File: src/rtl/bcd_timer_ctrl.sv
`default_nettype none
// ============================================================================
//  Module      : bcd_timer_ctrl
//  Description : Stopwatch-style controller for a four-digit BCD timer.
//                Commands are edge detected. A four-state FSM
//                (IDLE/RUN/PAUSE/LAP) gates a prescaler. Each prescaler
//                tick advances a BCD live count and emits one-cycle
//                per-digit enables. A lap register can freeze the display
//                while the live count keeps advancing.
//  Revision    : 1.0  initial release
// ----------------------------------------------------------------------------
//  Parameters
//    PRESCALE  CLK cycles per count tick (legal 2..65535)
//  Ports
//    CLK       in   1   system clock, rising edge
//    Reset     in   1   asynchronous active-low reset
//    Start     in   1   start/resume command (edge detected)
//    Stop      in   1   pause command (edge detected)
//    Clear     in   1   clear-to-idle command (edge detected)
//    Lap       in   1   lap freeze/release toggle (edge detected)
//    En        out  4   per-digit count enables, bit 0 = least significant digit
//    Digits    out  16  displayed value, four BCD nibbles, [3:0] = LSD
//    Running   out  1   high in RUN and LAP
//    Overflow  out  1   sticky 9999->0000 wrap flag
// ============================================================================
module bcd_timer_ctrl #(
    parameter int PRESCALE = 10
) (
    input  logic        CLK,
    input  logic        Reset,
    input  logic        Start,
    input  logic        Stop,
    input  logic        Clear,
    input  logic        Lap,
    output logic [3:0]  En,
    output logic [15:0] Digits,
    output logic        Running,
    output logic        Overflow
);

    localparam logic [15:0] PS_MAX = 16'(PRESCALE - 1);

    typedef enum logic [1:0] {
        S_IDLE  = 2'd0,
        S_RUN   = 2'd1,
        S_PAUSE = 2'd2,
        S_LAP   = 2'd3
    } state_t;

    state_t      state;
    state_t      state_next;

    // Command edge detection. Bit order: {Lap, Start, Stop, Clear}.
    logic [3:0]  cmd_in;
    logic [3:0]  cmd_prev;
    logic        armed;
    logic [3:0]  cmd_edge;

    logic        clear_win;
    logic        stop_win;
    logic        start_win;
    logic        lap_win;

    logic [15:0] presc;
    logic [15:0] count;
    logic [15:0] count_inc;
    logic [15:0] lap_reg;
    logic [3:0]  carry;
    logic        counting;
    logic        tick;
    logic        all_nine;
    logic        en_r;
    logic [3:0]  en_q;
    logic        ovf_q;

    assign cmd_in = {Lap, Start, Stop, Clear};

    // History is zero during reset; the first cycle after release only loads
    // it, so a level already high at release never counts as an edge.
    always_ff @(posedge CLK or negedge Reset) begin
        if (!Reset) begin
            cmd_prev <= 4'b0000;
            armed    <= 1'b0;
        end else begin
            cmd_prev <= cmd_in;
            armed    <= 1'b1;
        end
    end

    assign cmd_edge = armed ? (cmd_in & ~cmd_prev) : 4'b0000;

    // Priority Clear > Stop > Start > Lap; only the winner is acted on,
    // even if the winner happens to be meaningless in the current state.
    assign clear_win = cmd_edge[0];
    assign stop_win  = cmd_edge[1] & ~cmd_edge[0];
    assign start_win = cmd_edge[2] & ~(|cmd_edge[1:0]);
    assign lap_win   = cmd_edge[3] & ~(|cmd_edge[2:0]);

    // ------------------------------------------------------------------
    // FSM
    // ------------------------------------------------------------------
    always_ff @(posedge CLK or negedge Reset) begin
        if (!Reset) begin
            state <= S_IDLE;
        end else begin
            state <= state_next;
        end
    end

    always_comb begin
        state_next = state;
        if (clear_win) begin
            state_next = S_IDLE;
        end else begin
            case (state)
                S_IDLE: begin
                    if (start_win) state_next = S_RUN;
                end
                S_RUN: begin
                    if (stop_win)     state_next = S_PAUSE;
                    else if (lap_win) state_next = S_LAP;
                end
                S_LAP: begin
                    if (stop_win)     state_next = S_PAUSE;
                    else if (lap_win) state_next = S_RUN;
                end
                S_PAUSE: begin
                    if (start_win) state_next = S_RUN;
                end
                default: state_next = S_IDLE;
            endcase
        end
    end

    assign counting = (state == S_RUN) || (state == S_LAP);
    assign tick     = counting && (presc == PS_MAX);

    // ------------------------------------------------------------------
    // BCD increment: digit k advances iff every lower digit is 9. The same
    // carry vector is the enable pattern registered onto En.
    // ------------------------------------------------------------------
    assign carry[0] = 1'b1;

    generate
        for (genvar k = 1; k < 4; k++) begin : g_carry
            assign carry[k] = carry[k-1] & (count[4*(k-1) +: 4] == 4'd9);
        end
        for (genvar k = 0; k < 4; k++) begin : g_digit
            assign count_inc[4*k +: 4] =
                !carry[k]                   ? count[4*k +: 4] :
                (count[4*k +: 4] == 4'd9)   ? 4'd0 :
                                              count[4*k +: 4] + 4'd1;
        end
    endgenerate

    assign all_nine = carry[3] & (count[15:12] == 4'd9);

    // Lap register captures the live count on the RUN->LAP transition.
    assign en_r = (state == S_RUN) && lap_win;

    // ------------------------------------------------------------------
    // Datapath. A tick in the same cycle as a Stop still applies, because
    // the tick depends only on the current state.
    // ------------------------------------------------------------------
    always_ff @(posedge CLK or negedge Reset) begin
        if (!Reset) begin
            presc   <= 16'd0;
            count   <= 16'h0000;
            lap_reg <= 16'h0000;
            en_q    <= 4'b0000;
            ovf_q   <= 1'b0;
        end else if (clear_win) begin
            presc   <= 16'd0;
            count   <= 16'h0000;
            lap_reg <= 16'h0000;
            en_q    <= 4'b0000;
            ovf_q   <= 1'b0;
        end else begin
            if (counting) begin
                presc <= tick ? 16'd0 : presc + 16'd1;
            end
            if (tick) begin
                count <= count_inc;
                en_q  <= carry;
                if (all_nine) begin
                    ovf_q <= 1'b1;
                end
            end else begin
                en_q <= 4'b0000;
            end
            if (en_r) begin
                lap_reg <= count;
            end
        end
    end

    assign En       = en_q;
    assign Overflow = ovf_q;
    assign Running  = counting;
    assign Digits   = (state == S_LAP) ? lap_reg : count;

endmodule
`default_nettype wire

File: config.mk
export PLATFORM = sky130hd
export DESIGN_NAME = bcd_timer_ctrl
export DESIGN_NICKNAME = d
export VERILOG_FILES = /design/src/rtl/bcd_timer_ctrl.sv
export SDC_FILE = /design/constraint.sdc
export NUM_CORES = 1
export LEC_CHECK = 0
export ABC_AREA = 1
export CORE_ASPECT_RATIO = 1.1
export CORE_UTILIZATION = 50
export CTS_CLUSTER_DIAMETER = 200
export DETAILED_ROUTE_END_ITERATION = 16
export PLACE_DENSITY_LB_ADDON = 0.1
export SLEW_MARGIN = 0
export SYNTH_ARGS = -nofsm -noshare
export SYNTH_HDL_FRONTEND = slang
export SYNTH_SLANG_ARGS = --single-unit
File: constraint.sdc
create_clock -name CLK -period 1.75 [get_ports CLK]
set_input_delay 0.2625 -clock CLK [delete_from_list [all_inputs] [get_ports CLK]]
set_output_delay 0.2625 -clock CLK [all_outputs]
set_load 0.05 [all_outputs]
# Word level (Yosys, flattened, before mapping)

Cells that the tools add are included.

Register bits: 60
Bits of input ports: 6
Output and inout port bits: 22
Logic and storage cells: 85

Add/sub/neg operators: 5
Equal/unequal tests: 11
Multiplexer cells: 28
Bitwise gates (word level): 11
Reductions and logical operators: 19

Operators with widths:

| operator                | count |
|---|---|
| $mux W16                | 8 |
| $mux W4                 | 10 |
| $add A16 B1 Y16 const B | 1 |
| $add A4 B1 Y4 const B   | 4 |
| $eq A16 B4 Y1 const B   | 1 |
| $eq A4 B4 Y1 const B    | 4 |
| $reduce_bool A2 Y1      | 7 |
| $mux W2                 | 6 |
| $ne A4 B4 Y1 const B    | 2 |
| $reduce_and A2 Y1       | 4 |
| $and A1 B1 Y1           | 6 |
| $pmux W2 S3             | 1 |
| $and A4 B4 Y4           | 1 |
| $eq A2 B2 Y1 const B    | 2 |
| $not A4 Y4              | 1 |
| $reduce_or A2 Y1        | 2 |
| $mux W1                 | 3 |
| $ne A3 B1 Y1 const B    | 1 |
| $not A1 Y1              | 3 |
| $reduce_and A3 Y1       | 1 |
| $reduce_or A3 Y1        | 1 |
| $eq A2 B1 Y1 const B    | 1 |
| $logic_and A1 B1 Y1     | 2 |
| $logic_not A2 Y1        | 1 |
| $logic_or A1 B1 Y1      | 1 |

# Depth between registers and ports, before layout

Gate-level depths: netlist of the first run.

Word-level depth: 10
Mapped depth: 11
Gate-level depth less buffers: 11

# Least setup slack after synthesis of the first run

Ideal clock, no wire load.

Kind: flip-flop to output port
Start point: register state[0]
End point: output Digits[15]
Arrival: 1.786 ns
Required time: 1.487 ns
Path slack: -0.299 ns
Cell stages (with the launch flop): 4
Buffers on the path: 1
Cell sequence: dfrtp_1 -> nand2_1 -> clkbuf_1 -> o21ai_0

Longest elaborated chain between the ends: 2

RTL lines:

| item                   | RTL line | RTL |
|---|---|---|
| from (decl)            | 50       | `state_t state;` |
| from (signal assigned) | 106      | `state <= state_next;` |
| $eq A2 B2 Y1           | 200      | `assign Digits = (state == S_LAP) ? lap_reg : count;` |
| $mux W16               | 200      |  |
| to (decl)              | 36       | `output logic [15:0] Digits,` |

No other way between the ends.

# Worst setup path in the final report of the first run

Start point: register state[1]
End point: output Digits[0]

Same word-level chain as after synthesis.

==> metrics.txt, run 1 <==
crit-path max FO 16; Vias per Instance 5.34; Yosys top cell by area dfrtp_1; combinational power share slightly below 50%; die width 81.0 um; Pwr Density 1250 mW/mm2; clock share of power 19.2%; fin crit share 96.3%; Inserted Clock Buffers 9; Max Cap Viol 0; area grow syn2layout 31.0%; Leakage Power 2.12 nW; setup violators final 0; switch share 40.4%; Critical Path AT around 1400 ps; r2r endpoint count[12]$_DFFE_PN0P_; WP data required 1490 ps; min-delay src Lap; largest net degree at the start of global routing 61; register area 0.00150 mm2; share of layout cells above drive strength 1 approximately a quarter; root buf cell clkbuf_8; initial antenna violation count 0; Worst Tran Pin Value just over 500 ps; GPL Wtd Cong 0.866; HPWL after DPL 5350 um; switching power 0.00226 W; count of clock tree sinks 60; dominant synthesized flop cell dfrtp_1; drt first-iter violations ~150; post-route setup slack 63.9 ps; total I/O pin count 28; async set or reset register ratio after synthesis 100%; Vias 3051; Final Max Tran Viols 0; worst slack, placed 80.9 ps; Overflow after GRT 0; Reg2Reg Depth 11; post-synthesis sequential element count 60; synthesis warning total 0; Worst R2R Setup Slack 120 ps; Synth cell types 33; Post-Syn Nets 454; maximum vdd drop 0.901 mV; Die Footprint about 0.0072 mm2; worst min-delay path category in -> reg; DIE HEIGHT 88.9 um; FF-to-FF Start presc[1]$_DFFE_PN0P_; Worst Skew approximately 7 ps; status finished clean; WL final 8270 um; Rows 31; drc violations 0; Max Buffers Root-to-Sink 2; number of synthesized flops with an enable pin 0; synth top area cells dfrtp_1 (44%), nand2_1 (9.5%), nor2_1 (6.6%); # fillers 545; crit path from state[1]$_DFFE_PN0P_; CTS tree yes; FMAX 593 MHz; Post-Synthesis Cells 438; Final ANT Viol Nets 0; worst hold margin 390 ps; multi-input logic area 0.00186 mm2; Hold Vio Cnt, Final 0; Worst Hold Path Cells 1; Max-slew headroom 66.3%; register area share after synthesis a little over two fifths; Sequential Power Share 32.4%; startpoint types flip-flop; first-pass GRT wire length 13400 um; synthesized area 0.00343 mm2; Synth top area share 43.7%; # diodes 0; fin crit period 1690 ps; Avg Cell Area, Syn 7.84 um2; Initial DRT Pass Iterations 4; IO buf count 27; core area 0.00659 mm2; Tot GR Track Use 24.8%; Int Pwr 0.00334 W; Hold Path End cmd_prev[3]$_DFF_PN0_; vias in the first global route 2869; Nets 500; WS Path Type reg -> out; htree depth 3; RSZ-0062 raised after global routing false; Worst Setup End Kind primary output; Clock Latency Late Sink 330 ps; Initial Utilization 52.0%; DR WL/cell roughly 14 um; Design Power 0.00560 W; clk slew on worst S/H paths 60 ps
==> power by group through the flow <==
stage	registers [W]	logic, W	clock network [W]
after CTS	0.00181	0.00264	0.00111
after floorplan	0.00180	0.00139	0
after detailed placement	0.00183	0.00239	0
after global placement	0.00182	0.00235	0
final	0.00181	0.00272	0.00107
after global routing	0.00184	0.00290	0.00116
==> what timing repair did <==
| action | 4_1_cts | 5_1_grt |
|---|---|---|
| setup endpoints to repair | 16 | 31 |
| setup buffers | 2 | 2 |
| pin swaps | 0 | 3 |
| gates resized for setup | 21 | 10 |
| hold buffers | 1 | 0 |
| endpoints found under the hold margin | 60 | 0 |
| cloned | 1 | 1 |
==> worst max-delay path by stage <==
stage                                  endpoint  slack, ps  depth (start not counted)
after floorplan                       Digits[2]       -150                          4
after global placement     Overflow$_DFFE_PN0P_        120                          7
after detailed placement   Overflow$_DFFE_PN0P_         80                          7
after CTS                            Digits[15]          8                          5
after global routing      count[12]$_DFFE_PN0P_          2                         11
final                                 Digits[0]         60                          4
==> layout by cell type (no fill, tap or decap), types with 2 or more instances in the layout <==
cell	instances
ha_1	9
nand3_1	40
clkdlybuf4s50_1	4
nor2_1	59
nand4_1	10
xnor2_1	2
clkbuf_1	4
nand2_2	5
a21oi_4	15
o21ai_0	13
clkbuf_8	10
inv_2	5
dfrtp_1	60
nand3b_1	2
nand2_4	4
o21ai_1	9
o21ai_2	12
buf_4	19
nor2_4	3
o21bai_1	2
clkinv_2	2
buf_12	21
nor3_1	12
nand3_2	9
nand2_1	86
xor2_1	4
inv_1	41
a21oi_1	6
dlymetal6s2s_1	2
nor2_2	7
==> metal layers <==
layer / global-route usage, % / part of all wire, % / vias up
met5: 0 / 0 / -
met1: 30.3 / 45 / 1464
met3: 3.67 / 3.4 / 14
met4: 13.3 / 2.1 / 0
met2: 42.2 / 50 / 58
li1: - / - / 1515
==> cell families (layout without fill, tap and decap cells) <==
logic type                 Yosys count  count (layout)  synth area share [%]
AOI/OAI and AO/OA                   61              61                  10.5
DFF                                 60              60                  43.7
other                                1               1                 0.109
buffers and inverters               61             112                  7.77
xor gates and xnor gates             6               6                  1.53
and+or+nand+nor                    239             239                  32.7
adders and majority gates           10              10                  3.65
==> Yosys cell counts (6+ instances only) <==
cell,n
dfrtp_1,60
nand3_1,41
inv_1,41
buf_2,6
o21ai_0,15
nand2_1,87
nor3_1,12
o21ai_1,8
nand2_2,6
nand4_1,10
nand3_2,8
nor2_1,60
o21ai_2,11
ha_1,10
a21oi_1,21
nor2_2,6
==> final cells by class <==
class | count | area share [%]
multi-input cells | 317 | 41.4
repair buffers | 50 | 15.5
clock buffers | 14 | 3.40
well taps | 82 | 2.28
flip-flops and latches | 60 | 33.4
clock inverters | 2 | 0.223
inverters | 46 | 3.84
==> worst max-delay path, stage by stage (launching register included) <==
cell and delay [ps]:
dfrtp_1 400, nand2_4 110, buf_16 210, a21oi_4 210, buf_12 160
==> metrics by stage <==
step / util (%) / instances / instance area [um2] / TNS (ps)
2_1_floorplan: - / 438 / 3470 / -440
3_3_place_gp: 61.8 / 548 / 4080 / 0
3_5_place_dp: 61.8 / 548 / 4080 / 0
4_1_cts: 67.0 / 568 / 4420 / 0
5_1_grt: 68.2 / 571 / 4490 / 0
6_report: 68.2 / 571 / 4490 / 0
(Power assumes the default switching activity.)
==> run 2, diff against run 1 <==
- CORE_ASPECT_RATIO: 1.1 -> unset
==> metrics.txt, run 2 (synthesis results as in run 1) <==
core area 0.00649 mm2 (-1.5%); setup TNS 0 ps (unchanged); crit-path max FO 8 (-8); largest net degree at the start of global routing 43 (-30%); htree depth 3 (unchanged); most frequent cells in the layout nand2_1 (86), dfrtp_1 (59), nor2_1 (56), inv_1 (40), nand3_1 (39); startpoint types flip-flop; drt first-iter violations 183 (+24%); root buf cell clkbuf_8; Max-slew headroom 66.4% (+0.11 points); IO buf count 27 (unchanged); Rows 29 (-6.5%); Vias per Instance 5.42 (+1.4%); Int Pwr 0.00355 W (+6.2%); Pwr Density 1290 mW/mm2 (+3.4%); Finished Layout Cells 563 (-1.4%); commonest non-fill, non-tap cell in the layout nand2_1; drc violations 1 (+1); combinational power share 45.9% (-2.6 points); initial antenna violation count 0 (unchanged); number of instances in the placed design 543 (-0.91%); Die Footprint 0.00720 mm2 (about the same); clk slew on worst S/H paths 70 ps (about the same); Final ANT Viol Nets 0 (unchanged); switch share 39.4% (-1.0 points); maximum vdd drop 1.25 mV (+38%); RSZ-0062 raised after global routing false; area grow syn2layout 32.3%; total I/O pin count 28 (unchanged); Initial DRT Pass Iterations 10 (+6); min-delay src Lap; GPL Wtd Cong 0.892 (+3.0%); share of layout cells above drive strength 1 25.3% (+1.2 points); failing checks DRC; worst min-delay path category in -> reg; Max Buffers Root-to-Sink 2 (unchanged); switching power 0.00231 W (+1.8%); Clock Latency Late Sink 350 ps (+20 ps); status finished with violations; fin crit share 97.4% (+1.0 points); vias in the first global route 2886 (+0.59%); Tot GR Track Use 24.7% (-0.082 points); Worst Skew 9.15 ps (+2.22 ps); Worst Tran Pin Value 503 ps (-1.62 ps); WL final 8180 um (-1.1%); WS Path Type reg -> out; Overflow after GRT 0 (unchanged); Final Max Tran Viols 0 (unchanged); crit path from state[1]$_DFFE_PN0P_; Critical Path AT 1440 ps (+20 ps); Max Cap Viol 0 (unchanged); Sequential Power Share 31.2% (-1.2 points); Vias 3050 (-0.033%); Leakage Power 2.13 nW (+0.53%); WP data required 1490 ps (about the same); Hold Vio Cnt, Final 0 (unchanged); worst slack, placed 60.0 ps (-20.9 ps); setup violators final 0 (unchanged); clock share of power 22.9% (+3.7 points); Inserted Clock Buffers 9 (unchanged); Initial Utilization 52.8% (+0.79 points); HPWL after DPL 5270 um (-1.5%); FF-to-FF Start presc[1]$_DFFE_PN0P_; count of clock tree sinks 60 (unchanged); # diodes 0 (unchanged); DR WL/cell 14.5 um (+0.34%); Nets 498 (-0.40%); post-route setup slack 45.7 ps (-18.2 ps); FMAX 587 MHz (-1.1%); die width 84.9 um (+4.8%); DIE HEIGHT 84.9 um (-4.6%); # fillers 504 (-7.5%); CTS tree yes; Worst Setup End Kind primary output; first-pass GRT wire length 13700 um (+2.3%); fin crit period 1700 ps (+18.2 ps)
-- run 2: cell count changes in the layout (fill, tap and decap cells not counted), sizes merged --
cell,change
buf,-2
bufinv,+2
clkbuf,-4
clkinvlp,+1
-- run 2: worst max-delay path, stage by stage, from the launching register on --
cell       delay, ps
dfrtp_1          410
nand2_4          140
clkbuf_16        180
nor2_1            70
a21oi_4          140
buf_12           150
-- run 2: layer usage --
metal / global-route usage [%] / routed length, um / vias up
li1: - / - / 1521
met1: 33.7 / 3840 / 1451
met2: 38.6 / 3860 / 66
met3: 6.03 / 366 / 12
met4: 8.94 / 113 / 0
met5: 0 / 0 / -
-- run 2: path summary, 6_finish.rpt --
check / slack, ps / end / cells past startpoint
worst min register to register: 510 / lap_reg[4]$_DFFE_PN0P_ / 2
max in group asynchronous: 1100 / lap_reg[8]$_DFFE_PN0P_ / 3
worst max register to register: 130 / count[14]$_DFFE_PN0P_ / 9
worst max-delay path: 50 / Digits[13] / 5
worst min-delay path: 370 / cmd_prev[3]$_DFF_PN0_ / 1
min in group asynchronous: 430 / presc[2]$_DFFE_PN0P_ / 3
-- run 2: power groups by stage --
stage | Combinational [W] | Clock [W] | Sequential (W)
after global routing | 0.00286 | 0.00143 | 0.00186
final | 0.00269 | 0.00134 | 0.00182
after floorplan | 0.00139 | 0 | 0.00180
after detailed placement | 0.00237 | 0 | 0.00183
after CTS | 0.00263 | 0.00137 | 0.00181
after global placement | 0.00234 | 0 | 0.00183
-- run 2: repair_timing --
item,in CTS,in global routing
setup endpoints to repair,16,22
pin swaps,0,3
resized for setup,24,13
buffers inserted,1,1
cloned,1,1
hold buffers,1,0
hold endpoints to repair,60,0
-- run 2: final cells by class --
| cell class | instances | area, um2 | share of cell area [%] |
|---|---|---|---|
| clock inverters | 5 | 77.6 | 1.71 |
| repair buffers | 48 | 681 | 15.0 |
| flip-flops and latches | 60 | 1500 | 33.1 |
| multi-input cells | 317 | 1880 | 41.5 |
| well taps | 77 | 96.3 | 2.12 |
| inverters | 46 | 173 | 3.80 |
| clock buffers | 10 | 128 | 2.81 |
-- run 2: through the flow --
stage	area, um2	hold slack (ps)	total power (W)	util [%]
2_1_floorplan	3470	-33.1	0.00319	-
3_3_place_gp	4070	272	0.00416	62.7
3_5_place_dp	4070	275	0.00420	62.7
4_1_cts	4460	362	0.00581	68.7
5_1_grt	4540	373	0.00615	69.9
6_report	4540	374	0.00585	69.9
==> run 3, diff against run 2 <==
- CORE_UTILIZATION: 50 -> 58
==> metrics.txt, run 3 (synthesis results as in run 1) <==
Clock Latency Late Sink 350 ps (about the same); WL final 8700 um (+6.4%); Max Buffers Root-to-Sink 2 (unchanged); worst min-delay path category in -> reg; Max-slew headroom 66.1% (-0.30 points); Vias 3176 (+4.1%); area grow syn2layout 31.1%; startpoint types flip-flop; CP peak stage delay 410 ps (about the same); Pwr Density 1300 mW/mm2 (+0.64%); total I/O pin count 28 (unchanged); maximum vdd drop 1.01 mV (-19%); commonest non-fill, non-tap cell in the layout nand2_1; Vias per Instance 5.68 (+4.9%); clk slew on worst S/H paths 70 ps (about the same); Bufs and invs on worst path 2 (unchanged); core area 0.00561 mm2 (-14%); Max Cap Viol 0 (unchanged); vias in the first global route 3019 (+4.6%); count of clock tree sinks 60 (unchanged); HPWL after DPL 5540 um (+5.1%); slowest stage cell on the critical path dfrtp_1; Worst R2R Setup Slack 80 ps (-50 ps); number of instances in the placed design 537 (-1.1%); # fillers 376 (-25%); Critical Path AT 1450 ps (about the same); root buf cell clkbuf_8; IO buf count 27 (unchanged); DR WL/cell 15.6 um (+7.1%); most frequent cells in the layout nand2_1 (86), dfrtp_1 (60), nor2_1 (58), inv_1 (41), nand3_1 (40); FF-to-FF Start count[1]$_DFFE_PN0P_; Worst Setup End Kind primary output; GPL Wtd Cong 0.878 (-1.6%); Overflow after GRT 0 (unchanged); htree depth 3 (unchanged); Worst Skew 13.8 ps (+4.66 ps); Leakage Power 2.15 nW (+0.81%); Final ANT Viol Nets 0 (unchanged); Tot GR Track Use 30.5% (+5.8 points); Finished Layout Cells 559 (-0.71%); crit-path max FO 8 (unchanged); CTS tree yes; Initial Utilization 61.2% (+8.4 points); Inserted Clock Buffers 9 (unchanged); WS Path Type reg -> out; drt first-iter violations 280 (+53%); fin crit period 1710 ps (+6.42 ps); drc violations 0 (-1); multi-input logic area 0.00184 mm2 (-2.1%); top cell family by delay on the critical path flip-flops; Nets 498 (unchanged); min-delay src Start; Final Max Tran Viols 0 (unchanged); Reg2Reg Depth 9 (unchanged); Die Footprint 0.00623 mm2 (-13%); Initial DRT Pass Iterations 5 (-5); Worst Tran Pin Value 507 ps (+4.57 ps); first-pass GRT wire length 14400 um (+5.7%); FMAX 585 MHz (-0.38%); Worst Hold Path Cells 1 (unchanged); status finished clean; WP data required 1490 ps (about the same); register area 0.00150 mm2 (about the same); largest net degree at the start of global routing 31 (-28%); die width 78.9 um (-7.0%); initial antenna violation count 0 (unchanged); r2r endpoint count[13]$_DFFE_PN0P_; DIE HEIGHT 78.9 um (-7.0%); Hold Path End cmd_prev[2]$_DFF_PN0_; share of layout cells above drive strength 1 24.2% (-1.1 points); setup violators final 0 (unchanged); cells along the critical path nand2_4 -> clkbuf_16 -> nor2_1 -> a21oi_4 -> buf_12; # diodes 0 (unchanged); fin crit share 97.8% (+0.37 points); fin util 80.2% (+10 points); Hold Vio Cnt, Final 0 (unchanged); Rows 27 (-6.9%)
## run 3: cell count changes in the layout (fill, tap and decap cells not counted), sizes merged
cell           previous run  this run
clkinvlp                  1         0
buf                      40        38
bufinv                    2         1
clkinv                    2         4
clkbuf                   11        12
clkdlybuf4s50             4         5
dlymetal6s2s              2         3
## run 3: final cells by class
cell class	count	share of cell area, %
inverters	46	3.84
flip-flops and latches	60	33.4
repair buffers	48	15.3
well taps	72	2.00
multi-input cells	317	41.0
clock buffers	11	3.37
clock inverters	5	1.11
## run 3: how the worst max path moves through the flow
stage / startpoint / endpoint / slack [ps] / cells after the start
floorplan: state[0]$_DFFE_PN0P_ / Digits[2] / -150 / 4
global placement: Clear / Overflow$_DFFE_PN0P_ / 150 / 7
detailed placement: Clear / presc[2]$_DFFE_PN0P_ / 70 / 7
CTS: En[3]$_DFF_PN0_ / En[3] / 3 / 1
global route: count[5]$_DFFE_PN0P_ / count[12]$_DFFE_PN0P_ / -20 / 9
finish: state[1]$_DFFE_PN0P_ / Digits[0] / 40 / 5
## run 3: through the flow
step                power, W  hold WS [ps]  setup slack, ps  TNS, ps  area [um2]
floorplan            0.00319         -33.1             -147     -440        3470
CTS                  0.00574           381             2.50        0        4430
detailed placement   0.00422           244             74.6        0        4060
finish               0.00583           385             39.3        0        4500
global route         0.00607           393            -24.0    -61.2        4500
global placement     0.00415           241              146        0        4060
## run 3: power by group
| group | internal [W] | switching, W |
|---|---|---|
| Combinational | 0.00117 | 0.00155 |
| Clock | 0.000725 | 0.000568 |
| Sequential | 0.00159 | 0.000227 |
| Total | 0.00348 | 0.00235 |
## run 3: what timing repair did
item,4_1_cts,5_1_grt
setup buffers,1,2
hold buffers,1,0
gates resized for setup,21,8
gates cloned,1,1
pin swaps,0,3
endpoints found under the setup margin,16,19
hold endpoints to repair,17,0
## run 3: layer usage
metal	routed length (um)	GRT usage (%)	vias to the layer above
met5	0	0	-
met4	244	14.2	0
met3	425	4.83	27
met2	4170	48.0	109
met1	3870	41.4	1523
li1	-	-	1517
